## src/rtl/act_unit_pipe.sv

```systemverilog
// act_unit_pipe: 3-stage streaming fixed-point activation (bypass, ReLU, sigmoid, SiLU) with a frame-last flag
// Ports: clk; reset (synchronous, active-low);
//   in_valid/in_ready/in_data/in_mode: input stream, mode 00 bypass, 01 ReLU, 10 sigmoid, 11 SiLU;
//   out_valid/out_ready/out_data/out_last: output stream, out_last marks the final sample of each FRAME_LEN frame.
// Build option: ACT_LEAKY_EN turns mode 01 into leaky ReLU (x<0 -> x>>>3).
module act_unit_pipe #(
  parameter int DATA_W = 16,
  parameter int FRAC_W = 10,
  parameter int FRAME_LEN = 1024
) (
  input  logic              clk,
  input  logic              reset,
  input  logic              in_valid,
  output logic              in_ready,
  input  logic [DATA_W-1:0] in_data,
  input  logic [1:0]        in_mode,
  output logic              out_valid,
  input  logic              out_ready,
  output logic [DATA_W-1:0] out_data,
  output logic              out_last
);
  localparam int CNT_W = FRAME_LEN > 1 ? $clog2(FRAME_LEN) : 1;
  localparam logic [CNT_W-1:0] LAST = CNT_W'(FRAME_LEN - 1);
  localparam logic [DATA_W-1:0] ONE = DATA_W'(1 << FRAC_W);
  localparam logic [DATA_W-1:0] HALF = DATA_W'(1 << (FRAC_W - 1));
  localparam logic [DATA_W-1:0] T5 = DATA_W'(5 << FRAC_W);
  localparam logic [DATA_W-1:0] T2 = DATA_W'(19 << (FRAC_W - 3));
  localparam logic [DATA_W-1:0] C2 = DATA_W'(27 << (FRAC_W - 5));
  localparam logic [DATA_W-1:0] C1 = DATA_W'(5 << (FRAC_W - 3));
  localparam logic [DATA_W-1:0] MAXP = {1'b0, {(DATA_W-1){1'b1}}};
  localparam logic [DATA_W-1:0] MINN = {1'b1, {(DATA_W-1){1'b0}}};
  localparam logic signed [2*DATA_W-1:0] SMAX = {{(DATA_W+1){1'b0}}, {(DATA_W-1){1'b1}}};
  localparam logic signed [2*DATA_W-1:0] SMIN = {{(DATA_W+1){1'b1}}, {(DATA_W-1){1'b0}}};
  localparam logic signed [2*DATA_W-1:0] RND = {{(2*DATA_W-1){1'b0}}, 1'b1} << (FRAC_W - 1);
  logic en;
  logic [DATA_W-1:0] abs_x, y, sig, relu, res, silu;
  logic [1:0] seg;
  logic v1, n1, v2;
  logic [DATA_W-1:0] x1, a1, x2, sg2;
  logic [1:0] m1, g1, m2;
  logic signed [2*DATA_W-1:0] xw, sw, prod, rnd;
  logic [CNT_W-1:0] cnt;
  assign en = !out_valid || out_ready;
  assign in_ready = en;
  // most negative input has no positive twin, so it saturates to max positive
  assign abs_x = !in_data[DATA_W-1] ? in_data : in_data == MINN ? MAXP : -in_data;
  assign seg = abs_x >= T5 ? 2'd3 : abs_x >= T2 ? 2'd2 : abs_x >= ONE ? 2'd1 : 2'd0;
  assign y = g1 == 2'd3 ? ONE : g1 == 2'd2 ? (a1 >> 5) + C2 : g1 == 2'd1 ? (a1 >> 3) + C1 : (a1 >> 2) + HALF;
  assign sig = n1 ? ONE - y : y;
  assign xw = {{DATA_W{x2[DATA_W-1]}}, x2};
  assign sw = {{DATA_W{1'b0}}, sg2};
  assign prod = xw * sw;
  assign rnd = (prod + RND) >>> FRAC_W;
  assign silu = rnd > SMAX ? MAXP : rnd < SMIN ? MINN : rnd[DATA_W-1:0];
`ifdef ACT_LEAKY_EN
  assign relu = x2[DATA_W-1] ? {{3{1'b1}}, x2[DATA_W-1:3]} : x2;
`else
  assign relu = x2[DATA_W-1] ? '0 : x2;
`endif
  assign res = m2 == 2'd0 ? x2 : m2 == 2'd1 ? relu : m2 == 2'd2 ? sg2 : silu;
  assign out_last = out_valid && cnt == LAST;
  always_ff @(posedge clk)
    if (!reset) begin
      v1 <= 1'b0;
      v2 <= 1'b0;
      out_valid <= 1'b0;
      out_data <= '0;
      cnt <= '0;
    end else begin
      if (en) begin
        v1 <= in_valid;
        x1 <= in_data;
        m1 <= in_mode;
        a1 <= abs_x;
        n1 <= in_data[DATA_W-1];
        g1 <= seg;
        v2 <= v1;
        x2 <= x1;
        m2 <= m1;
        sg2 <= sig;
        out_valid <= v2;
        out_data <= res;
      end
      if (out_valid && out_ready) cnt <= cnt == LAST ? '0 : cnt + CNT_W'(1);
    end
endmodule
```

## config.mk

```make
export PLATFORM = sky130hd
export DESIGN_NAME = act_unit_pipe
export DESIGN_NICKNAME = d
export VERILOG_FILES = /design/src/rtl/act_unit_pipe.sv
export SDC_FILE = /design/constraint.sdc
export NUM_CORES = 1
export LEC_CHECK = 0
export CELL_PAD_IN_SITES_DETAIL_PLACEMENT = 1
export CELL_PAD_IN_SITES_GLOBAL_PLACEMENT = 1
export CORE_MARGIN = 3
export CORE_UTILIZATION = 50
export CTS_CLUSTER_DIAMETER = 30
export DETAILED_ROUTE_END_ITERATION = 10
export DONT_BUFFER_PORTS = 1
export PLACE_DENSITY = 0.88
export SLEW_MARGIN = 20
export SYNTH_ARGS = -nofsm -noshare
export SYNTH_HDL_FRONTEND = slang
export SYNTH_SLANG_ARGS = --single-unit
```

## constraint.sdc

```tcl
create_clock -name clk -period 20.6 [get_ports clk]
set_input_delay 4.12 -clock clk [delete_from_list [all_inputs] [get_ports clk]]
set_output_delay 4.12 -clock clk [all_outputs]
set_load 0.02 [all_outputs]
```

==> results of run 1 <==
## placed cells by master, fill, tap and decap left out, types with 34 or more instances in the layout
| cell | synthesis | routed |
|---|---|---|
| nand2_1 | 199 | 199 |
| o21ai_0 | 40 | 40 |
| edfxtp_1 | 68 | 68 |
| a21oi_1 | 37 | 37 |
| and2_1 | 113 | 113 |
| ha_1 | 121 | 121 |
| xnor2_1 | 34 | 34 |
| nor2_1 | 55 | 54 |
| inv_1 | 262 | 261 |
| fa_1 | 194 | 194 |
## metal layers
layer	wire length, µm	global-route usage	up-vias
li1	-	-	4644
met1	15130	0.3369	5438
met2	21080	0.5331	336
met5	0	0	-
met4	1903	0.1210	0
met3	1806	0.03466	131
## cell families (layout without fill, tap and decap cells)
group,after synthesis,in the layout,share of synthesized area
muxes,9,9,0.006921
and+or+nand+nor,445,445,0.1582
adders and majority gates,315,315,0.3981
DFF,97,97,0.1934
buffers and inverters,332,290,0.09348
AOI/OAI and AO/OA,215,215,0.1112
xor gates and xnor gates,59,59,0.03867
## registers in the layout, summed over array words and instances, names as in the netlist
register / cells
out_data: 16
sg2: 16
x2: 16
x1: 15
a1: 14
cnt: 10
g1: 2
m1: 2
m2: 2
n1: 1
out_valid: 1
v1: 1
v2: 1
## cell usage after synthesis (12+ instances only)
master	number	share of area
and2_1	113	0.052
o221ai_1	16	0.010
a22oi_1	16	0.0089
xnor2_1	34	0.022
inv_1	262	0.073
xor2_1	24	0.016
o21ai_0	40	0.015
nand2_1	199	0.055
edfxtp_1	68	0.15
nand2b_1	13	0.0060
a21o_1	12	0.0066
nor2_1	55	0.015
ha_1	121	0.11
a21oi_1	37	0.014
o211ai_1	20	0.011
fa_1	194	0.29
clkbuf_1	56	0.016
o21a_1	19	0.011
dfxtp_1	29	0.043
## worst max-delay path by stage
stage                    from  endpoint  cells after the start
floorplan           out_ready  in_ready                      2
global placement    out_ready  in_ready                      2
detailed placement  out_ready  in_ready                      2
CTS                 out_ready  in_ready                      2
global route        out_ready  in_ready                      2
finish              out_ready  in_ready                      2
## stage by stage
stage	instances	setup slack, ps	hold WS, ps	util	instance area [µm²]
floorplan	1472	11990	400.3	-	13560
global placement	1750	11930	402.7	0.5233	13790
detailed placement	1750	11810	405.6	0.5233	13790
CTS	1765	11800	421.9	0.5342	14080
global route	1765	11740	424.1	0.5343	14080
finish	1765	11810	420.9	0.5343	14080
## area by class of cell
| cell class | count | area, µm² | share of cell area |
|---|---|---|---|
| tap | 335 | 419.2 | 0.02977 |
| clock buffer | 9 | 225.2 | 0.01600 |
| sequential | 97 | 2623 | 0.1863 |
| timing repair buffer | 12 | 90.09 | 0.006398 |
| clock inverter | 6 | 60.06 | 0.004266 |
| inverter | 263 | 987.2 | 0.07011 |
| multi-input combinational | 1043 | 9676 | 0.6872 |
==> results by group, run 1 <==
Critical path
  – Setup CP Type: input pin to primary output
  – CP max FO: 7
  – Crit end category: primary output
  – Crit-path cells: nor2b_1 -> inv_1
  – R2R Path Start: x2[9]$_DFFE_PP_
  – RR Endpoint: out_data[3]$_SDFFE_PN0N_
  – Top cell family by delay on the critical path: buffers and inverters
  – Slowest stage cell, crit path: inv_1
  – Reg2reg path depth: 22
  – Arrival @ worst endpoint: 4670 ps
  – Critical Path Source Type: input pin
  – Worst Path Required: between 15000 and 20000 ps
  – Max incr delay on CP: 280 ps
  – WP buf/inv: 1
  – Reg2reg setup slack: 12320 ps

Synthesis
  – Yosys warns: 0
  – Synth Cell Area: roughly 14000 µm²
  – Number of synthesized flops with an enable pin: 68
  – Post-Syn Nets: 1809
  – Syn Area/Cell: between 9 and 10 µm²
  – Top_reg_cell synth: edfxtp_1
  – Post-synthesis register bit count: 97
  – Distinct cell type count after synthesis: just under 70
  – Post-Syn Instances: roughly 1500
  – Async set-reset flop share out of synthesis: 0
  – Seq/Total Area, Yosys: 0.1934

Timing
  – Post-Route Skew: 11.10 ps
  – Slew Limit Fails: 0
  – Setup TNS: 0 ps
  – Final hold vios: 0
  – Slew @ Worst Pin: 1135 ps
  – Fin crit period: around 8800 ps
  – Final Cycle Share: 0.4268
  – Fmax: 113.7 MHz
  – RSZ-0062 raised after global routing: no
  – Max_slew headroom: 0.2420
  – Setup violators final: 0

Floorplan
  – Core Area: 26350 µm²
  – Die height: 170.7 µm
  – Die W: 170.7 µm
  – Initial Util: 0.5145
  – Core Rows: 59
  – Io pins: 41
  – Die area: 29130 µm²

CTS
  – Clk slew on worst S/H paths: 60 ps
  – # Post-CTS Setup Buffers: 0
  – Root Buffer: clkbuf_16
  – Cts bufs inserted: 9
  – Clock tree from TritonCTS: yes
  – Post_cts resized: 0
  – H-tree lvl count: 3
  – Clock buffer depth: 2
  – Post-CTS Hold Buffers: 0
  – Clock net sink count: 97
  – Later-pin clock latency in the skew report: 350 ps

Detailed routing
  – Drc violations: 0
  – Drt wl/cell: between 20 and 25 µm
  – Routed Antenna Nets: 0
  – Vias per inst: approximately 6
  – Drt first pass iters: 6
  – Vias: 10549
  – Final WL: 39930 µm
  – DR iter-0 viols: ~750

Finish
  – FILL cells: 3010
  – Area growth syn-to-layout: 3.849%
  – Layout cell share with drive strength beyond 1: 0.03217
  – Nets: 1763
  – N_diodes: 0

Min path
  – Worst Hold Depth: 0
  – Hold Path Class: flop to flop
  – Hold Path Sink: x2[9]$_DFFE_PP_
  – Hold path start: x1[9]$_DFFE_PP_

Global route
  – Tot GR Track Use: 0.2881
  – Global-route wire length before repair: 65620 µm
  – Largest net degree at the start of global routing: 37
  – Initial antenna violation count: 0
  – Congestion Overflow GR: 0
  – Vias in the first global route: 12187

Run status
  – Outcome: finished, final reports clean

Placement
  – DP HPWL: ~30000 µm
  – I/O Buffers: 0
  – GPL Wtd Cong: 0.9192

Job
  – Max Cap Viol: 0
Power of run 1 is left out: the tool's default activity adds up to more than one toggle a clock period on the data nets, which glitch-free logic cannot reach.
==> inputs of run 2 (changes only) <==
- CORE_UTILIZATION: 50 -> 47
- PLACE_DENSITY: 0.88 -> 0.87
- clock period: 20.6 -> 7.92 ns (I/O delays scaled with it)
==> run 2 against run 1 <==
Cell count up 4.4%. Sequential share of layout area down 0.46 points. Register-to-register slack worse by 12000 ps. Clock skew about the same. Hold slack better by 5.7 ps. Flip-flop and latch count unchanged. Critical path depth up 21. Die area up 6.2%. Non-clock buffer count up 34. Via count up 0.75%.
==> results by group, run 2 (synthesis gave the netlist of run 1 again) <==
Floorplan
  – Core Rows: 61 (was 59)
  – Die height: 175.8 µm (was 170.7 µm)
  – Die W: 175.8 µm (was 170.7 µm)
  – Core Area: 28090 µm² (was 26350 µm²)
  – Initial Util: 0.4827 (was 0.5145)
  – Die area: 30920 µm² (was 29130 µm²)
  – Io pins: 41 (unchanged)

Critical path
  – Top cell family by delay on the critical path: adder cells (was buffers and inverters)
  – Worst Path Required: 8120 ps (was 16480 ps)
  – Slowest stage cell, crit path: edfxtp_1 (was inv_1)
  – Crit path top cell by count: fa_1
  – Crit-path cells: buf_4 -> nand2_1 -> fa_1 -> inv_1 -> fa_1 -> inv_1 -> fa_1 -> inv_1 -> fa_1 -> fa_1 -> inv_1 -> fa_1 -> inv_1 -> ha_1 -> a21o_1 -> a21o_1 -> a221oi_1 -> o21ai_0 -> a21oi_1 -> nor2_1 -> or4b_4 -> o221ai_1 -> o211ai_1 (was nor2b_1 -> inv_1)
  – Arrival @ worst endpoint: 7790 ps (was 4670 ps)
  – WP buf/inv: 6 (was 1)
  – Max incr delay on CP: 790 ps (was 280 ps)
  – Reg2reg path depth: 23 (was 22)
  – CP max FO: 15 (was 7)
  – Critical Path Source Type: flop (was input pin)
  – Crit end category: flop (was primary output)
  – Stages on the worst setup path: 23 (was 2)
  – Setup CP Type: flop to flop (was input pin to primary output)

Timing
  – Fmax: 131.8 MHz
  – Setup TNS: 0 ps (unchanged)
  – Slew Limit Fails: 0 (unchanged)
  – Max_slew headroom: 0.2870 (was 0.2420)
  – Final hold vios: 0 (unchanged)
  – Post-Route Skew: 10.89 ps (was 11.10 ps)
  – Slew @ Worst Pin: 1066 ps (was 1135 ps)
  – Setup violators final: 0 (unchanged)
  – Fin crit period: around 7600 ps
  – RSZ-0062 raised after global routing: no (unchanged)
  – Final Cycle Share: 0.9581

CTS
  – Post-CTS Hold Buffers: 0 (unchanged)
  – H-tree lvl count: 3 (unchanged)
  – Later-pin clock latency in the skew report: 340 ps (was 350 ps)
  – Root Buffer: clkbuf_16 (unchanged)
  – Clock net sink count: 97 (unchanged)
  – Clock buffer depth: 2 (unchanged)
  – Clk slew on worst S/H paths: 70 ps (was 60 ps)
  – Cts bufs inserted: 9 (unchanged)
  – Clock tree from TritonCTS: yes (unchanged)

Detailed routing
  – Drt first pass iters: 5 (was 6)
  – Vias: 10628 (was 10549)
  – Final WL: 40960 µm (was 39930 µm)
  – Routed Antenna Nets: 0 (unchanged)
  – Drt wl/cell: 22.23 µm (was 22.62 µm)
  – Drc violations: 0 (unchanged)
  – Vias per inst: 5.767 (was 5.977)
  – DR iter-0 viols: 741 (was 752)

Finish
  – Nets: 1797 (was 1763)
  – Commonest non-fill, non-tap cell in the layout: inv_1 (unchanged)
  – FILL cells: 3277 (was 3010)
  – N_diodes: 0 (unchanged)
  – Regs by FF count: out_data (16), sg2 (16), x2 (16) (unchanged)
  – Most frequent cells in the layout: 261 x inv_1, 199 x nand2_1, 194 x fa_1, 121 x ha_1, 113 x and2_1 (unchanged)
  – Layout cell share with drive strength beyond 1: 0.05597 (was 0.03217)
  – Area growth syn-to-layout: 6.460% (was 3.849%)

Placement
  – DP HPWL: 32990 µm (was 30100 µm)
  – GPL Wtd Cong: 0.9585 (was 0.9192)
  – I/O Buffers: 0 (unchanged)

Min path
  – Worst Hold Depth: 0 (unchanged)
  – Hold Path Class: flop to flop (unchanged)

Global route
  – Tot GR Track Use: 0.2725 (was 0.2881)
  – Largest net degree at the start of global routing: 69 (was 37)
  – Initial antenna violation count: 1 (was 0)
  – Congestion Overflow GR: 0 (unchanged)
  – Vias in the first global route: 12298 (was 12187)
  – Global-route wire length before repair: 66020 µm (was 65620 µm)

Job
  – Max Cap Viol: 0 (unchanged)

Run status
  – Outcome: finished, final reports clean (unchanged)
[run 2: layout make-up]
type,instances,area [µm²],area share
Clock inverter,4,27.53,0.001907
Inverter,263,987.2,0.06839
Sequential cell,97,2623,0.1817
Timing Repair Buffer,46,382.9,0.02653
Tap cell,378,473.0,0.03277
Clock buffer,12,246.5,0.01708
Multi-Input combinational cell,1043,9694,0.6716
[run 2: worst paths after layout]
| kind | from | end | slack (ps) |
|---|---|---|---|
| min reg2reg | x1[8]$_DFFE_PP_ | x2[8]$_DFFE_PP_ | 430 |
| max | x2[7]$_DFFE_PP_ | out_data[0]$_SDFFE_PN0N_ | 330 |
| max reg2reg | x2[7]$_DFFE_PP_ | out_data[0]$_SDFFE_PN0N_ | 330 |
| min | x1[8]$_DFFE_PP_ | x2[8]$_DFFE_PP_ | 430 |
[run 2: repair_timing]
action	in CTS	in global routing
gates resized for setup	0	2
endpoints found under the setup margin	0	15
endpoints found under the hold margin	0	0
setup buffers	0	5
[run 2: metrics by stage]
step	cells	hold WS, ps	setup WS, ps	util	area, µm²
final	1843	426.6	331.7	0.5139	14430
after global routing	1843	434.0	80.06	0.5139	14430
after CTS	1838	424.4	16.92	0.5105	14340
after detailed placement	1822	406.3	76.24	0.5007	14060
after global placement	1822	400.7	317.7	0.5007	14060
after floorplan	1472	400.3	904.6	-	13560
[run 2: routing by layer]
layer | wire length (µm) | vias to the layer above | GRT usage
li1 | - | 4707 | -
met1 | 15330 | 5438 | 0.3136
met2 | 21330 | 345 | 0.4917
met3 | 2225 | 136 | 0.04648
met4 | 2063 | 2 | 0.1290
met5 | 13 | - | 0
Power of run 2 is left out for the same reason.
==> inputs of run 3 (changes only) <==
- ABC_CLOCK_PERIOD_IN_PS: unset -> 7920
==> results of run 3 <==
No change in the layout: final DEF, timing and power equal those of run 2.
Power of run 3 is left out for the same reason.
